===== src/rtl/clock_time_keeper.sv =====
`default_nettype none
// ============================================================================
// Module      : clock_time_keeper
// Description : 24-hour HH:MM:SS timekeeper clocked at 1 kHz. Two debounced
//               push-buttons (mode, inc) step through RUN -> SET_HOUR ->
//               SET_MIN -> RUN and increment the selected field.
//               Optional feature macro: HOURLY_CHIME_EN adds the chime port
//               and its pulse-length counter.
// Revision    : 1.0 - initial release
// ============================================================================
module clock_time_keeper #(
  parameter int TICKS_PER_SEC  = 1000,
  parameter int DEBOUNCE_TICKS = 20
`ifdef HOURLY_CHIME_EN
  ,
  parameter int CHIME_TICKS    = 500
`endif
) (
  input  logic       clk_1000hz,
  input  logic       rst_n,
  input  logic       btn_mode,
  input  logic       btn_inc,
  output logic [5:0] sec,
  output logic [5:0] min,
  output logic [5:0] hour,
  output logic [1:0] set_state,
  output logic       tick_1hz
`ifdef HOURLY_CHIME_EN
  ,
  output logic       chime
`endif
);

  localparam int c_PRESC_W = (TICKS_PER_SEC > 1) ? $clog2(TICKS_PER_SEC) : 1;
  localparam logic [c_PRESC_W-1:0] c_PRESC_MAX = c_PRESC_W'(TICKS_PER_SEC - 1);
  localparam int c_DB_W = $clog2(DEBOUNCE_TICKS + 1);
  localparam logic [c_DB_W-1:0] c_DB_LAST = c_DB_W'(DEBOUNCE_TICKS - 1);

  typedef enum logic [1:0] {
    ST_RUN      = 2'b00,
    ST_SET_HOUR = 2'b01,
    ST_SET_MIN  = 2'b10
  } state_t;

  // Button index 0 is mode, index 1 is inc
  logic [1:0] w_btn_raw;
  logic [1:0] w_press;
  assign w_btn_raw = {btn_inc, btn_mode};

  for (genvar gi = 0; gi < 2; gi++) begin : g_btn
    logic              r_sync0;
    logic              r_sync1;
    logic              r_db;
    logic              r_db_q;
    logic [c_DB_W-1:0] r_cnt;

    // Synchronise, require DEBOUNCE_TICKS differing samples before accepting a new level
    always_ff @(posedge clk_1000hz or negedge rst_n) begin
      if (!rst_n) begin
        r_sync0 <= 1'b0;
        r_sync1 <= 1'b0;
        r_db    <= 1'b0;
        r_db_q  <= 1'b0;
        r_cnt   <= '0;
      end else begin
        r_sync0 <= w_btn_raw[gi];
        r_sync1 <= r_sync0;
        r_db_q  <= r_db;
        if (r_sync1 == r_db) begin
          r_cnt <= '0;
        end else if (r_cnt == c_DB_LAST) begin
          r_db  <= r_sync1;
          r_cnt <= '0;
        end else begin
          r_cnt <= r_cnt + 1'b1;
        end
      end
    end

    // Press is the debounced rising edge only; releases produce nothing
    assign w_press[gi] = r_db & ~r_db_q;
  end

  logic w_mode_press;
  logic w_inc_press;
  assign w_mode_press = w_press[0];
  assign w_inc_press  = w_press[1];

  state_t                r_state;
  logic [c_PRESC_W-1:0]  r_presc;
  logic [5:0]            r_sec;
  logic [5:0]            r_min;
  logic [5:0]            r_hour;
  logic                  r_tick;

  logic w_presc_end;
  logic w_sec_wrap;
  logic w_min_wrap;
  logic w_hour_wrap;
  assign w_presc_end = (r_presc == c_PRESC_MAX);
  assign w_sec_wrap  = (r_sec  == 6'd59);
  assign w_min_wrap  = (r_min  == 6'd59);
  assign w_hour_wrap = (r_hour == 6'd23);

  // Mode FSM, prescaler and the sec/min/hour carry chain; a mode press overrides inc
  always_ff @(posedge clk_1000hz or negedge rst_n) begin
    if (!rst_n) begin
      r_state <= ST_RUN;
      r_presc <= '0;
      r_sec   <= 6'd0;
      r_min   <= 6'd0;
      r_hour  <= 6'd0;
      r_tick  <= 1'b0;
    end else begin
      r_tick <= 1'b0;
      case (r_state)
        ST_RUN: begin
          if (w_mode_press) begin
            r_state <= ST_SET_HOUR;
          end else if (w_presc_end) begin
            r_presc <= '0;
            r_tick  <= 1'b1;
            if (w_sec_wrap) begin
              r_sec <= 6'd0;
              if (w_min_wrap) begin
                r_min  <= 6'd0;
                r_hour <= w_hour_wrap ? 6'd0 : r_hour + 6'd1;
              end else begin
                r_min <= r_min + 6'd1;
              end
            end else begin
              r_sec <= r_sec + 6'd1;
            end
          end else begin
            r_presc <= r_presc + 1'b1;
          end
        end
        ST_SET_HOUR: begin
          if (w_mode_press) begin
            r_state <= ST_SET_MIN;
          end else if (w_inc_press) begin
            r_hour <= w_hour_wrap ? 6'd0 : r_hour + 6'd1;
          end
        end
        ST_SET_MIN: begin
          if (w_mode_press) begin
            // Restart the second so the first tick is a full second away
            r_state <= ST_RUN;
            r_sec   <= 6'd0;
            r_presc <= '0;
          end else if (w_inc_press) begin
            r_min <= w_min_wrap ? 6'd0 : r_min + 6'd1;
          end
        end
        default: begin
          r_state <= ST_RUN;
        end
      endcase
    end
  end

  assign sec       = r_sec;
  assign min       = r_min;
  assign hour      = r_hour;
  assign set_state = r_state;
  assign tick_1hz  = r_tick;

`ifdef HOURLY_CHIME_EN
  localparam int c_CHIME_W = (CHIME_TICKS > 1) ? $clog2(CHIME_TICKS) : 1;
  localparam logic [c_CHIME_W-1:0] c_CHIME_LAST = c_CHIME_W'(CHIME_TICKS - 1);

  logic                 r_chime;
  logic [c_CHIME_W-1:0] r_chime_cnt;
  logic                 w_hour_carry;
  logic                 w_enter_set;

  // Only a running rollover to MM:SS = 00:00 counts; manual setting never chimes
  assign w_hour_carry = (r_state == ST_RUN) && !w_mode_press && w_presc_end
                        && w_sec_wrap && w_min_wrap;
  assign w_enter_set  = (r_state == ST_RUN) && w_mode_press;

  // Chime pulse: CHIME_TICKS cycles long, cut short on entry to SET_HOUR
  always_ff @(posedge clk_1000hz or negedge rst_n) begin
    if (!rst_n) begin
      r_chime     <= 1'b0;
      r_chime_cnt <= '0;
    end else if (w_enter_set) begin
      r_chime     <= 1'b0;
      r_chime_cnt <= '0;
    end else if (w_hour_carry) begin
      r_chime     <= 1'b1;
      r_chime_cnt <= c_CHIME_LAST;
    end else if (r_chime) begin
      if (r_chime_cnt == '0) begin
        r_chime <= 1'b0;
      end else begin
        r_chime_cnt <= r_chime_cnt - 1'b1;
      end
    end
  end

  assign chime = r_chime;
`endif

endmodule
`default_nettype wire


===== config.mk =====
export PLATFORM = sky130hd
export DESIGN_NAME = clock_time_keeper
export DESIGN_NICKNAME = d
export VERILOG_FILES = /design/src/rtl/clock_time_keeper.sv
export SDC_FILE = /design/constraint.sdc
export NUM_CORES = 1
export LEC_CHECK = 0
export ABC_AREA = 1
export BUFFER_PORTS_ARGS = -buffer_cell sky130_fd_sc_hd__buf_2
export CORE_MARGIN = 3
export CORE_UTILIZATION = 60
export DETAILED_ROUTE_END_ITERATION = 10
export GPL_TIMING_DRIVEN = 1
export MAX_ROUTING_LAYER = met4
export PLACE_DENSITY = 0.83
export SYNTH_ARGS = -nofsm -noshare
export SYNTH_HDL_FRONTEND = slang
export SYNTH_SLANG_ARGS = --single-unit

===== constraint.sdc =====
create_clock -name clk_1000hz -period 2.4 [get_ports clk_1000hz]
set_clock_uncertainty 0.1 [all_clocks]
set_input_delay 0.12 -clock clk_1000hz [delete_from_list [all_inputs] [get_ports clk_1000hz]]
set_output_delay 0.12 -clock clk_1000hz [all_outputs]
set_load 0.02 [all_outputs]

==> flow_summary.yaml <==
power:
  p_comb_frac: 0.093
  power.share.clock: 0.303
  total_power_mw: 1.53
  power_frac_seq: 0.604
  p_leak_nw: 1.56
  internal-power_mw: 1.13
  swShare: 0.262
  worst_ir_drop_vdd_mv: 0.346
  powerDensity_nw_per_um2: 538
  p_switching_mw: 0.402
global_route:
  globalRouteTotalUtil: 0.215
  grt_pass1_wl_um: 8510
  grt_max_degree: 19
  overflow: 0
  grt_antenna_before_repair: 0
  grt_pass1_vias: 2000
finish:
  layout.nets: 362
  final_common_cell: "nand2_1"
  synthToLayoutAreaGrowth_pct: 10.6
  mostFrequentLayoutCells: "nand2_1, dfrtp_1, nor2_1"
  drive_gt1_frac: 0.167
  num-fill-cells: 321
  antenna-diode-count: 0
  final_cell_count_no_fill: 403
routing:
  routed_via_density: 5.22
  wl_met1_um: 2180
  wire_per_inst_um: 11.6
  wl_met3_um: 141
  route.met2.wl_um: 2250
  drtPass1Iterations: 5
  routed.top_layer: "met4"
  drtIter0Drc: 104
  ant_nets: 0
  drc: 0
  num_vias: 2103
  wirelength_um: 4670
cts:
  post-cts-setup-buffers: 0
  clk_latency_ps: 300
  clock-sinks: 49
  path_clk_slew_ps: 90
  cts_resized: 0
  cts_buffers: 5
  cts_root_buffer: "clkbuf_8"
  h-tree-depth: 2
  cts_hold_buf: 3
  clk_path_buf_depth: 2
  cts_tree: "done"
floorplan:
  ios: 25
  die_w_um: 71.5
  rows: 23
  fp.dieH_um: 71.5
  coreArea_sq_um: 4060
  initial_utilization: 0.635
  floorplan.die_area_sq_um: 5120
timing:
  finalCritPeriodShare: 0.732
  max_clock_freq_ghz: 0.570
  slew_headroom: 0.716
  setup_viol: 0
  report.final.hold_viol_count: 0
  rsz0062_at_grt: "false"
  final.setup.tns_ps: 0
  slew_viol_final: 0
  whs_ps: 179
  min_period_ps: 1760
  worstMarginPinSlew_ps: 426
hold_path:
  min_path_type: "input pin to asynchronous set/reset pin"
synthesis:
  seq_area_frac_synth: 0.476
  ys_seq_elements: 49
  synthAdderAreaFrac: 0.0291
  post_synth_num_cell_types: 27
  synthMuxAreaShare: 0.00437
  syn_area_per_cell_sq_um: 8.05
  ys.warnings.count: 0
  synth_simple_gate_area_frac: 0.333
  synth_xor_area_frac: 0.0510
  synth_area_sq_um: 2580
  synth_compound_area_frac: 0.0432
  synth_top_family_by_area: "simple AND/OR/NAND/NOR gates"
  syn-num-nets: 330
  syn_inst: 320
worst_setup_path:
  crit_path_top_delay_cell: "dfrtp_1"
  slowest_delay_ps: 430
  cp_cell_sequence: "ha_1, nand3_1, nor2_1, nand3_1, nand2_2, nand2_4, nand2_1, nand2_1"
  cp.required_ps: 2500
  cp.arrival_ps: 1860
  end_kind: "flop"
  cp_max_fo: 13
  start_kind: "flop"
  worstSetupPathType: "flop to flop"
flow_run:
  cap_viol_max_count: 0
outcome:
  status: "complete, no violations"
placed_design:
  io_buffers: 24
  gp_congestion: 0.889
  hpwlAfterDp_um: 3580
  dp.cells: 392
## final timing paths
kind                                            start                          to  slack [ps]  cells past startpoint
max                                sec[0]$_DFFE_PN0P_         hour[1]$_DFFE_PN0P_         640                      8
min                                             rst_n    set_state[0]$_DFFE_PN0P_         180                      2
max reg2reg                        sec[0]$_DFFE_PN0P_         hour[1]$_DFFE_PN0P_         640                      8
min reg2reg                g_btn[1].r_sync0$_DFF_PN0_  g_btn[1].r_sync1$_DFF_PN0_         250                      0
max in group asynchronous                       rst_n          sec[3]$_DFFE_PN0P_        1450                      3
min in group clk_1000hz    g_btn[1].r_sync0$_DFF_PN0_  g_btn[1].r_sync1$_DFF_PN0_         250                      0
## Yosys cell counts
master,n,area (sq um)
nand2_1,87,327
dfrtp_1,49,1230
nor2_1,48,180
nand3_1,36,180
inv_1,26,97.6
xor2_1,8,70.1
a21oi_1,7,35.0
xnor2_1,7,61.3
ha_1,6,75.1
inv_2,5,18.8
nand2_2,5,31.3
nand2_4,4,45.0
nand4_1,4,25.0
nor3_1,4,20.0
o21ai_0,4,20.0
buf_6,3,33.8
nor2_2,3,18.8
o21ai_1,3,15.0
o21ai_2,2,17.5
or2_2,2,12.5
a21oi_4,1,16.3
buf_4,1,7.51
inv_4,1,6.26
mux2_2,1,11.3
nand3_2,1,10.0
nand3b_1,1,7.51
o21a_1,1,7.51
## power by group through the flow
| stage | logic (mW) | registers [mW] | clock network, mW |
|---|---|---|---|
| 2_1_floorplan | 0.117 | 0.922 | 0 |
| 5_1_grt | 0.172 | 0.935 | 0.511 |
| 3_3_place_gp | 0.137 | 0.939 | 0 |
| 4_1_cts | 0.146 | 0.925 | 0.480 |
| 3_5_place_dp | 0.142 | 0.941 | 0 |
| 6_report | 0.143 | 0.926 | 0.465 |
## state kept, by name, indices dropped and copies added, names as in the netlist
| register | cells |
|---|---|
| g_btn.r_cnt | 10 |
| g_btn.r_db | 2 |
| g_btn.r_db_q | 2 |
| g_btn.r_sync0 | 2 |
| g_btn.r_sync1 | 2 |
| hour | 6 |
| min | 6 |
| r_presc | 10 |
| sec | 6 |
| set_state | 2 |
| tick_1hz | 1 |
## cells by family after synthesis
family	after synthesis
adder cells (fa/ha/maj)	6
XOR/XNOR	15
flip-flops	49
buffers and inverters	36
multiplexers	1
AND/OR/NAND/NOR	195
AO/OA/AOI/OAI	18
## metal layers
layer,vias to the layer above,GRT usage
met3,10,0.0309
li1,1072,-
met5,-,-
met1,994,0.268
met2,27,0.344
met4,0,0.102
## worst max-delay path, delay by kind of cell, from the launching register on
| kind | cells | cell delay, ps |
|---|---|---|
| fa+ha+maj | 1 | 230 |
| simple gates | 7 | 900 |
| flops | 1 | 430 |
## metrics by stage
step | util | cell area [sq um] | setup slack [ps]
after floorplan | - | 2580 | 756
after global placement | 0.673 | 2730 | 670
after detailed placement | 0.673 | 2730 | 642
after CTS | 0.702 | 2850 | 639
after global routing | 0.702 | 2850 | 494
final | 0.702 | 2850 | 644
## layout make-up
class | instances | area (sq um) | share of cell area
clock inverters | 3 | 17.5 | 0.00615
repair buffers | 29 | 165 | 0.0580
flip-flops and latches | 49 | 1230 | 0.430
inverters | 32 | 123 | 0.0430
clock buffers | 5 | 68.8 | 0.0242
multi-input cells | 235 | 1190 | 0.416
well taps | 50 | 62.6 | 0.0220
(Power assumes the default switching activity.)
